<file path="src/rtl/writeback_stage_if.sv">
// ---------------------------------------------------------------------------
// writeback_stage_if
//
// Purpose: groups the MEM-stage -> writeback-stage bus that feeds the MEM/WB
// pipeline register, together with the pipeline control lines (stall, flush).
//
// Signal summary:
//   ex_mem_valid       MEM stage holds a real instruction
//   ex_mem_wb_ctl[1:0] [1]=regwrite, [0]=memtoreg
//   ex_mem_alu_result  ALU result / effective address
//   ex_mem_readdata    raw word read from data memory
//   ex_mem_rd          destination register
//   ex_mem_funct3      load width / sign code
//   stall              hold MEM/WB contents
//   flush              invalidate MEM/WB contents
//
// Transfer semantics: there is no ready signal. Whenever neither stall nor
// flush is high, the writeback stage captures the bus at the rising edge;
// ex_mem_valid qualifies whether the captured contents are a real
// instruction. ex_mem_readdata must be settled in the same cycle as the
// instruction it belongs to.
//
// Modports:
//   master  MEM stage / pipeline control (drives everything)
//   slave   writeback stage (observes everything)
// ---------------------------------------------------------------------------
interface writeback_stage_if;
    logic        ex_mem_valid;
    logic [1:0]  ex_mem_wb_ctl;
    logic [31:0] ex_mem_alu_result;
    logic [31:0] ex_mem_readdata;
    logic [4:0]  ex_mem_rd;
    logic [2:0]  ex_mem_funct3;
    logic        stall;
    logic        flush;

    modport master (
        output ex_mem_valid,
        output ex_mem_wb_ctl,
        output ex_mem_alu_result,
        output ex_mem_readdata,
        output ex_mem_rd,
        output ex_mem_funct3,
        output stall,
        output flush
    );

    modport slave (
        input ex_mem_valid,
        input ex_mem_wb_ctl,
        input ex_mem_alu_result,
        input ex_mem_readdata,
        input ex_mem_rd,
        input ex_mem_funct3,
        input stall,
        input flush
    );
endinterface : writeback_stage_if

</file>
<file path="src/rtl/writeback_stage.sv">
// ---------------------------------------------------------------------------
// writeback_stage
//
// Purpose: final pipeline stage. Holds the MEM/WB pipeline register, aligns
// and sign/zero-extends load data, selects the register-file write data and
// drives the register-file write port of the decode stage. It also keeps a
// one-entry record of the write committed on the previous edge (so decode
// can bypass a same-edge register-file write) and a retired-instruction
// counter.
//
// Ports:
//   clock              rising-edge clock
//   reset              asynchronous, active-high reset
//   ex_mem             MEM-stage bus + stall/flush (writeback_stage_if.slave)
//   mem_wb_rd          write address to register file (registered rd)
//   mem_wb_regwrite    write enable to register file
//   wb_mux5_writedata  write data to register file
//   last_valid         last_rd/last_data hold a write committed last edge
//   last_rd            address of that write
//   last_data          data of that write
//   retired_count      instructions retired since reset (wraps)
//
// Parameters:
//   COUNT_WIDTH        width of retired_count
// ---------------------------------------------------------------------------
module writeback_stage #(
    parameter int COUNT_WIDTH = 32
) (
    input  logic                   clock,
    input  logic                   reset,
    writeback_stage_if.slave       ex_mem,
    output logic [4:0]             mem_wb_rd,
    output logic                   mem_wb_regwrite,
    output logic [31:0]            wb_mux5_writedata,
    output logic                   last_valid,
    output logic [4:0]             last_rd,
    output logic [31:0]            last_data,
    output logic [COUNT_WIDTH-1:0] retired_count
);

    // -----------------------------------------------------------------------
    // MEM/WB pipeline register
    // -----------------------------------------------------------------------
    logic        valid_q,    valid_d;
    // written_q marks an instruction that has already spent one cycle in WB
    // (it was held there by a stall). Such an instruction must neither write
    // the register file again nor be counted again.
    logic        written_q,  written_d;
    logic        regwrite_q, regwrite_d;
    logic        memtoreg_q, memtoreg_d;
    logic [31:0] alu_q,      alu_d;
    logic [31:0] rdata_q,    rdata_d;
    logic [4:0]  rd_q,       rd_d;
    logic [2:0]  funct3_q,   funct3_d;

    // -----------------------------------------------------------------------
    // Last-committed-write record and retire counter
    // -----------------------------------------------------------------------
    logic                   last_valid_q, last_valid_d;
    logic [4:0]             last_rd_q,    last_rd_d;
    logic [31:0]            last_data_q,  last_data_d;
    logic [COUNT_WIDTH-1:0] count_q,      count_d;

    // -----------------------------------------------------------------------
    // Combinational datapath from the registered fields
    // -----------------------------------------------------------------------
    logic        first_cycle;   // valid instruction in its first WB cycle
    logic        write_en;
    logic [7:0]  load_byte;
    logic [15:0] load_half;
    logic [31:0] load_value;
    logic [31:0] write_data;

    assign first_cycle = valid_q & ~written_q;
    // Writes to x0 are suppressed here so the register file never sees them.
    assign write_en    = first_cycle & regwrite_q & (rd_q != 5'd0);

    // Byte lane select: byte k of the little-endian word is bits 8k+7:8k.
    always_comb begin
        load_byte = rdata_q[7:0];
        unique case (alu_q[1:0])
            2'd0: load_byte = rdata_q[7:0];
            2'd1: load_byte = rdata_q[15:8];
            2'd2: load_byte = rdata_q[23:16];
            2'd3: load_byte = rdata_q[31:24];
        endcase
    end

    // Halfword lane select: only address bit 1 matters, bit 0 is ignored.
    assign load_half = alu_q[1] ? rdata_q[31:16] : rdata_q[15:0];

    // Width / sign handling; every code not listed is a plain word load.
    always_comb begin
        load_value = rdata_q;
        case (funct3_q)
            3'b000:  load_value = {{24{load_byte[7]}}, load_byte};
            3'b100:  load_value = {24'h000000, load_byte};
            3'b001:  load_value = {{16{load_half[15]}}, load_half};
            3'b101:  load_value = {16'h0000, load_half};
            default: load_value = rdata_q;
        endcase
    end

    assign write_data = memtoreg_q ? load_value : alu_q;

    // -----------------------------------------------------------------------
    // Next-state logic
    // -----------------------------------------------------------------------
    always_comb begin
        // Default: everything holds.
        valid_d    = valid_q;
        written_d  = written_q;
        regwrite_d = regwrite_q;
        memtoreg_d = memtoreg_q;
        alu_d      = alu_q;
        rdata_d    = rdata_q;
        rd_d       = rd_q;
        funct3_d   = funct3_q;

        if (ex_mem.flush) begin
            // Flush wins over stall. The data fields simply hold; they are
            // meaningless once valid is cleared.
            valid_d   = 1'b0;
            written_d = 1'b0;
        end else if (ex_mem.stall) begin
            // After one stalled edge the held instruction has had its write
            // and its retire; mark it so neither repeats.
            if (valid_q) begin
                written_d = 1'b1;
            end
        end else begin
            valid_d    = ex_mem.ex_mem_valid;
            written_d  = 1'b0;
            regwrite_d = ex_mem.ex_mem_wb_ctl[1];
            memtoreg_d = ex_mem.ex_mem_wb_ctl[0];
            alu_d      = ex_mem.ex_mem_alu_result;
            rdata_d    = ex_mem.ex_mem_readdata;
            rd_d       = ex_mem.ex_mem_rd;
            funct3_d   = ex_mem.ex_mem_funct3;
        end
    end

    always_comb begin
        // last_rd/last_data keep their old contents when nothing is written;
        // only last_valid drops, so decode ignores the stale record.
        last_valid_d = write_en;
        last_rd_d    = last_rd_q;
        last_data_d  = last_data_q;
        if (write_en) begin
            last_rd_d   = rd_q;
            last_data_d = write_data;
        end
    end

    // Every instruction retires once, in its first WB cycle, whether or not
    // it writes a register. A flush on the same edge does not undo that.
    always_comb begin
        count_d = count_q;
        if (first_cycle) begin
            count_d = count_q + COUNT_WIDTH'(1);
        end
    end

    // -----------------------------------------------------------------------
    // State registers
    // -----------------------------------------------------------------------
    always_ff @(posedge clock or posedge reset) begin
        if (reset) begin
            valid_q      <= 1'b0;
            written_q    <= 1'b0;
            regwrite_q   <= 1'b0;
            memtoreg_q   <= 1'b0;
            alu_q        <= 32'h0;
            rdata_q      <= 32'h0;
            rd_q         <= 5'd0;
            funct3_q     <= 3'd0;
            last_valid_q <= 1'b0;
            last_rd_q    <= 5'd0;
            last_data_q  <= 32'h0;
            count_q      <= '0;
        end else begin
            valid_q      <= valid_d;
            written_q    <= written_d;
            regwrite_q   <= regwrite_d;
            memtoreg_q   <= memtoreg_d;
            alu_q        <= alu_d;
            rdata_q      <= rdata_d;
            rd_q         <= rd_d;
            funct3_q     <= funct3_d;
            last_valid_q <= last_valid_d;
            last_rd_q    <= last_rd_d;
            last_data_q  <= last_data_d;
            count_q      <= count_d;
        end
    end

    // -----------------------------------------------------------------------
    // Outputs
    // -----------------------------------------------------------------------
    assign mem_wb_rd         = rd_q;
    assign mem_wb_regwrite   = write_en;
    assign wb_mux5_writedata = write_data;
    assign last_valid        = last_valid_q;
    assign last_rd           = last_rd_q;
    assign last_data         = last_data_q;
    assign retired_count     = count_q;

endmodule : writeback_stage
</file>
<file path="src/flat_wrapper.sv">
// flat-port wrapper written by rule: the top's interface ports become plain ports
module writeback_stage_flat 
#(
    parameter int COUNT_WIDTH = 32
)
  (clock, reset, mem_wb_rd, mem_wb_regwrite, wb_mux5_writedata, last_valid, last_rd, last_data, retired_count, ex_mem_ex_mem_valid, ex_mem_ex_mem_wb_ctl, ex_mem_ex_mem_alu_result, ex_mem_ex_mem_readdata, ex_mem_ex_mem_rd, ex_mem_ex_mem_funct3, ex_mem_stall, ex_mem_flush);
  writeback_stage_if ex_mem_i ();
  input  logic clock;
  input  logic reset;
  output logic [4:0] mem_wb_rd;
  output logic mem_wb_regwrite;
  output logic [31:0] wb_mux5_writedata;
  output logic last_valid;
  output logic [4:0] last_rd;
  output logic [31:0] last_data;
  output logic [COUNT_WIDTH-1:0] retired_count;
  input wire logic [$bits(ex_mem_i.ex_mem_valid)-1:0] ex_mem_ex_mem_valid;
  input wire logic [$bits(ex_mem_i.ex_mem_wb_ctl)-1:0] ex_mem_ex_mem_wb_ctl;
  input wire logic [$bits(ex_mem_i.ex_mem_alu_result)-1:0] ex_mem_ex_mem_alu_result;
  input wire logic [$bits(ex_mem_i.ex_mem_readdata)-1:0] ex_mem_ex_mem_readdata;
  input wire logic [$bits(ex_mem_i.ex_mem_rd)-1:0] ex_mem_ex_mem_rd;
  input wire logic [$bits(ex_mem_i.ex_mem_funct3)-1:0] ex_mem_ex_mem_funct3;
  input wire logic [$bits(ex_mem_i.stall)-1:0] ex_mem_stall;
  input wire logic [$bits(ex_mem_i.flush)-1:0] ex_mem_flush;
  assign ex_mem_i.ex_mem_valid = ex_mem_ex_mem_valid;
  assign ex_mem_i.ex_mem_wb_ctl = ex_mem_ex_mem_wb_ctl;
  assign ex_mem_i.ex_mem_alu_result = ex_mem_ex_mem_alu_result;
  assign ex_mem_i.ex_mem_readdata = ex_mem_ex_mem_readdata;
  assign ex_mem_i.ex_mem_rd = ex_mem_ex_mem_rd;
  assign ex_mem_i.ex_mem_funct3 = ex_mem_ex_mem_funct3;
  assign ex_mem_i.stall = ex_mem_stall;
  assign ex_mem_i.flush = ex_mem_flush;
  writeback_stage #(.COUNT_WIDTH(COUNT_WIDTH)) u_core (.clock(clock), .reset(reset), .ex_mem(ex_mem_i), .mem_wb_rd(mem_wb_rd), .mem_wb_regwrite(mem_wb_regwrite), .wb_mux5_writedata(wb_mux5_writedata), .last_valid(last_valid), .last_rd(last_rd), .last_data(last_data), .retired_count(retired_count));
endmodule
</file>
<file path="config.mk">
export PLATFORM = sky130hd
export DESIGN_NAME = writeback_stage_flat
export DESIGN_NICKNAME = d
export VERILOG_FILES = /design/src/rtl/writeback_stage_if.sv /design/src/rtl/writeback_stage.sv /design/src/flat_wrapper.sv
export SDC_FILE = /design/constraint.sdc
export NUM_CORES = 1
export LEC_CHECK = 0
export ABC_AREA = 1
export CORE_MARGIN = 3
export CORE_UTILIZATION = 40
export CTS_CLUSTER_DIAMETER = 200
export DETAILED_ROUTE_END_ITERATION = 10
export PLACE_DENSITY = 0.67
export SLEW_MARGIN = 20
export SYNTH_ARGS = -nofsm -noshare
export SYNTH_HDL_FRONTEND = slang
export SYNTH_SLANG_ARGS = --single-unit
</file>
<file path="constraint.sdc">
create_clock -name clock -period 5.6 [get_ports clock]
set_input_delay 0.56 -clock clock [delete_from_list [all_inputs] [get_ports clock]]
set_output_delay 0.56 -clock clock [all_outputs]
set_load 0.01 [all_outputs]
</file>
==> impl_results.md, run 1 <==
- Transition time at the pin with the least slew margin: 0.9197 ns
- Net count after synthesis: 1033
- Number of levels the H-tree was split into: 4
- GRT Resource Usage Total: 21.94%
- Most common cell after layout, fill and taps aside: nand2_1
- Critical path origin: u_core.written_q
- Internal Power: 2.427 mW
- Routed wirelength normalized by instance count: 15.80 um
- Initial core utilization: 41.52%
- Max capacitance violation total: 0
- Power dissipated by switching net loads: 1.136 mW
- Drt first pass iters: 7
- Switching fraction of total power: 31.89%
- Routed metal-1 wire length: 9678 um
- Number of antenna violations at the first check in global routing: 1
- Area share of the leading cell type in the synthesized netlist: 50.00%
- Clk pwr share: 32.2%
- Highest fanout seen on the critical path: 43
- Final-stage net count: 1200
- Total Negative Setup Slacks: 0 ns
- Overflow left after global routing: 0
- Worst reg2reg startpoint: u_core.written_q
- DP HPWL: 15340 um
- Detail-routed via count per cell: 4.898
- Remaining design rule violation count: 0
- Largest net degree at the start of global routing: 114
- Synthesized netlist cell count: 953
- Mean post-synth cell area: 7.667 sq um
- Worst IR drop on VDD: 0.2747 mV
- Port Buffer Count: 186
- Resized Gates After CTS: 0
- Vertical die dimension: 141.2 um
- Relative slew slack: 38.68%
- Cell count after placement: 1326
- Total via count in the routed design: 6656
- Final standard cell utilization of the core: 56.13%
- Register-to-register path setup slack: 3.38 ns
- Worst Hold End: u_core.alu_q[6]
- Post-route insts no fill: 1359
- Worst-Skew Late Latency: 0.42 ns
- Most area-consuming cells after synthesis: dfrtp_1, nand2_1, inv_1
- Number of buffers inserted during clock tree synthesis: 17
- Worst Setup End Kind: output port
- Endpoint arrival time on the critical path: 2.96 ns
- Crit Reg-Reg Endpoint: u_core.last_data[1]
- Clock-pin slew reported for the worst setup and hold paths after clock tree synthesis: 0.07 ns
- Number of top-level design ports: 187
- LEAKAGE: 4.828 nW
- Number of setup violations in the final report: 0
- Length of routed met2 wiring: 9845 um
- Wire length of the first global-routing pass: 34670 um
- Commonest cells after routing, fill and taps aside: nand2_1, clkdlybuf4s50_1, dfrtp_1
- Final max-slew violation count: 0
- Share of total power in combinational logic: 29.1%
- Share of the yosys chip area belonging to registers: 50.00%
- Number of nets with antenna violations after detailed routing: 0
- Distinct cell type count after synthesis: 37
- Number of clock sinks seen by CTS: 146
- Post-synthesis register bit count: 146
- Hold path startpoint: u_core.alu_q[6]
- Detailed-routed wire length on met3: 1506 um
- Worst hold path type: reg -> reg
- RSZ-0062 raised after global routing: no
- GP Congestion: 0.8477
- Buffer levels on the longest clock path: 2
- TritonCTS clock tree: yes
- Full die area: 19920 sq um
- Root buffer cell: clkbuf_16
- Number of standard-cell rows in the floorplan: 48
- Synth Warn #: 0
- Post-route fraction of the period consumed by the critical path: 62.78%
- Hold buffer count at cts: 0
- Register-to-Register Path Depth: 7
- Required time at the endpoint of the critical path: 5.04 ns
- Shortest clock period the worst path allows after layout: 3.516 ns
- Synthesis-to-finish area growth: 35.17%
- Share of post-route cells with drive strength above 1: 6.708%
- Via count of the first global-routing pass: 6358
- Max Clock Freq: 0.2845 GHz
- Part of the total power dissipated in sequential elements: 38.7%
- Worst hold path depth: 2
- Number of setup buffers added after CTS: 0
- Highest metal layer used by the detailed router: met4
- Standard cell core area: 17600 sq um
- Worst Clk Skew: 0.01138 ns
- Kind of launch point of the worst setup path: flip-flop
- Die X: 141.2 um
- Routed wire length: 21480 um
- Violation count after the first detailed-route iteration: 567
- Dominant cell type by area after synthesis: dfrtp_1
- Ratio of total power to cell area: 360.8 nW/um^2
- Post-Syn Area: 7307 sq um
- Final hold vios: 0
- Kind of critical path: reg -> out
- Status: completed
- Number of fillers in the final layout: 1665
area by class of cell:
cell class                 count  area, sq um  share of cell area [%]
multi-input combinational    669         3088                   31.26
antenna                        1        2.502                 0.02534
sequential                   146         3654                   36.99
inverter                      97        375.4                   3.800
clock buffer                  19        442.9                   4.484
clock inverter                13        148.9                   1.507
timing repair buffer         189         1884                   19.08
tap                          225        281.5                   2.850
how the worst max path moves through the flow:
| stage | endpoint | cells after the start |
|---|---|---|
| 4_1_cts | mem_wb_regwrite | 6 |
| 3_3_place_gp | mem_wb_regwrite | 6 |
| 5_1_grt | wb_mux5_writedata[26] | 8 |
| 6_report | mem_wb_regwrite | 6 |
| 3_5_place_dp | mem_wb_regwrite | 6 |
| 2_1_floorplan | u_core.alu_q[0] | 1 |
power groups by stage:
| stage | registers (mW) | logic [mW] | clock network (mW) |
|---|---|---|---|
| global placement | 1.39 | 1.03 | 0 |
| CTS | 1.38 | 1.05 | 1.17 |
| finish | 1.38 | 1.04 | 1.15 |
| detailed placement | 1.40 | 1.04 | 0 |
| floorplan | 1.42 | 0.442 | 0 |
| global route | 1.41 | 1.15 | 1.21 |
critical path, stage by stage, from the launching register on:
cell,delay [ns]
dfrtp_1,0.37
inv_2,0.07
nand2_4,0.09
inv_2,0.17
nand3_4,0.45
inv_2,0.71
clkdlybuf4s50_1,0.67
state kept, by name, indices dropped and copies added, names as in the netlist:
register	cells
u_core.alu_q	32
u_core.last_data	32
u_core.rdata_q	32
u_core.retired_count	32
u_core.last_rd	5
u_core.mem_wb_rd	5
u_core.funct3_q	3
u_core.last_valid	1
u_core.memtoreg_q	1
u_core.regwrite_q	1
u_core.valid_q	1
u_core.written_q	1
routing by layer:
| metal | vias to the layer above | track usage [%] |
|---|---|---|
| li1 | 3316 | - |
| met1 | 3079 | 31.27 |
| met2 | 233 | 33.46 |
| met3 | 28 | 4.749 |
| met4 | 0 | 7.037 |
| met5 | - | 0 |
stage by stage:
step                hold slack [ns]  worst slack [ns]  instance area [sq um]  power (mW)
CTS                          0.4747             2.032                   9871       3.593
detailed placement           0.4584             2.494                   9279       2.437
global placement             0.4559             2.523                   9279       2.426
global route                 0.4922             1.862                   9877       3.765
finish                       0.4703             2.084                   9877       3.563
floorplan                    0.4422             1.117                   7307       1.867
cells by family (layout without fill, tap and decap cells):
logic type	after synthesis	count (layout)	share of synthesized area [%]
compound gates	114	114	8.082
xor+xnor	20	20	2.397
fa+ha+maj	1	1	0.1712
buf+inv	138	318	7.842
flops	146	146	50.00
other cells	0	1	0
simple gates	534	534	31.51
synthesized netlist by cell type (all sizes together):
library cell  count
and2              2
or2               4
xnor2            10
nor3              4
nor2             40
nand2           407
and3              1
a21oi            38
a22oi             1
dfrtp           146
ha                1
xor2             10
nand3b            5
a21boi            4
nand4             9
inv              97
clkbuf           22
buf              19
o21ai            71
nand3            62
Power figures use the tool's default switching activity.
==> run 2: changes to the inputs <==
--- a/config.mk
+++ b/config.mk
@@ -10,7 +10,7 @@
 export CORE_UTILIZATION = 40
 export CTS_CLUSTER_DIAMETER = 200
 export DETAILED_ROUTE_END_ITERATION = 10
-export PLACE_DENSITY = 0.67
+export PLACE_DENSITY = 0.7
 export SLEW_MARGIN = 20
 export SYNTH_ARGS = -nofsm -noshare
 export SYNTH_HDL_FRONTEND = slang
==> constraint.sdc (replaced) <==
create_clock -name clock -period 3.2 [get_ports clock]
set_input_delay 0.32 -clock clock [delete_from_list [all_inputs] [get_ports clock]]
set_output_delay 0.32 -clock clock [all_outputs]
set_load 0.01 [all_outputs]
==> impl_results.md, run 2 (synthesized netlist as in run 1, its figures left out) <==
- GRT Resource Usage Total: 22.89%
- Worst IR drop on VDD: 0.4069 mV
- Hold buffer count at cts: 0
- Worst reg2reg startpoint: u_core.alu_q[1]
- Transition time at the pin with the least slew margin: 0.9063 ns
- Number of nets with antenna violations after detailed routing: 0
- Total via count in the routed design: 6732
- Number of standard-cell rows in the floorplan: 48
- Largest net degree at the start of global routing: 147
- Port Buffer Count: 186
- DP Worst Slack: 0.4722 ns
- Violation count after the first detailed-route iteration: 468
- Required time at the endpoint of the critical path: 2.88 ns
- Register-to-register path setup slack: 1.25 ns
- Overall power consumption: 6.334 mW
- Worst hold path type: in -> async
- Overflow left after global routing: 0
- Clock-pin slew reported for the worst setup and hold paths after clock tree synthesis: 0.06 ns
- DP HPWL: 15780 um
- Vertical die dimension: 141.2 um
- Status: completed
- Final standard cell utilization of the core: 56.64%
- Worst Clk Skew: 0.01069 ns
- Fin Hold WS: 0.3724 ns
- Kind of critical path: reg -> out
- Routed wire length: 22240 um
- Drt first pass iters: 5
- Root buffer cell: clkbuf_16
- Number of buffers inserted during clock tree synthesis: 17
- Via count of the first global-routing pass: 6574
- Number of antenna violations at the first check in global routing: 1
- Worst-Skew Late Latency: 0.42 ns
- Final max-slew violation count: 0
- GP Congestion: 0.9264
- Detail-routed via count per cell: 4.935
- Final hold vios: 0
- Post-route cell area: 9967 sq um
- Register-to-Register Path Depth: 9
- Post-route fraction of the period consumed by the critical path: 92.56%
- Number of top-level design ports: 187
- Ratio of total power to cell area: 635.5 nW/um^2
- Relative slew slack: 39.58%
- Full die area: 19920 sq um
- Cell count after placement: 1331
- Commonest cells after routing, fill and taps aside: nand2_1, clkdlybuf4s50_1, dfrtp_1
- LEAKAGE: 4.873 nW
- Most common cell after layout, fill and taps aside: nand2_1
- RSZ-0062 raised after global routing: no
- Max capacitance violation total: 0
- Final-stage net count: 1205
- Wire length of the first global-routing pass: 35980 um
- Cell Area, Placed: 9340 sq um
- Number of levels the H-tree was split into: 4
- Die X: 141.2 um
- Critical path origin: u_core.alu_q[1]
- Worst Setup End Kind: output port
- Max Clock Freq: 0.3376 GHz
- Crit Reg-Reg Endpoint: u_core.last_data[8]
- Synthesis-to-finish area growth: 36.40%
- CP endpoint: wb_mux5_writedata[22]
- Post-route insts no fill: 1364
- Remaining design rule violation count: 0
- Standard cell core area: 17600 sq um
- Share of post-route cells with drive strength above 1: 7.293%
- Highest fanout seen on the critical path: 24
- Number of setup violations in the final report: 0
- Kind of launch point of the worst setup path: flip-flop
- Initial core utilization: 41.52%
- Setup ws final: 0.2381 ns
- TritonCTS clock tree: yes
- Endpoint arrival time on the critical path: 2.64 ns
- Routed wirelength normalized by instance count: 16.31 um
- Shortest clock period the worst path allows after layout: 2.962 ns
- Buffer levels on the longest clock path: 2
- Number of clock sinks seen by CTS: 146
- Number of fillers in the final layout: 1603
- Total Negative Setup Slacks: 0 ns
run 2: worst min-delay path by stage:
stage,startpoint,depth (start not counted),end
finish,reset,3,u_core.last_data[25]
global route,ex_mem_ex_mem_alu_result[9],3,u_core.alu_q[9]
CTS,ex_mem_ex_mem_alu_result[15],3,u_core.alu_q[15]
detailed placement,u_core.alu_q[14],2,u_core.alu_q[14]
global placement,u_core.alu_q[6],2,u_core.alu_q[6]
floorplan,ex_mem_ex_mem_alu_result[10],2,u_core.alu_q[10]
run 2: repair_timing:
item	CTS	global route
gates resized for setup	0	2
setup buffers	0	0
setup endpoints to repair	0	25
run 2: power breakdown:
part / switching, mW / internal [mW]
Sequential: 0.232 / 2.18
Clock: 0.804 / 1.29
Combinational: 0.929 / 0.896
run 2: per-layer routing:
metal	routed length, um	vias up	GRT usage (%)
met5	0	-	0
met4	589	0	8.567
met3	1336	35	3.223
met2	9995	246	34.84
met1	10320	3126	33.28
li1	-	3325	-
run 2: final cells by class:
class | count | area (sq um) | area share, %
diodes | 1 | 2.502 | 0.02511
clock buffers | 21 | 470.5 | 4.720
clock inverters | 11 | 150.1 | 1.506
inverters | 97 | 370.4 | 3.716
multi-input cells | 669 | 3090 | 31.01
flip-flops and latches | 146 | 3655 | 36.67
well taps | 225 | 281.5 | 2.825
repair buffers | 194 | 1947 | 19.53
run 2: critical path, stage by stage, from the launching register on:
cell	delay (ns)
dfrtp_2	0.57
inv_2	0.16
nand3_1	0.11
nand2_1	0.08
nand2_2	0.48
nand3_1	0.20
nand2_1	0.12
inv_1	0.04
clkdlybuf4s50_1	0.46
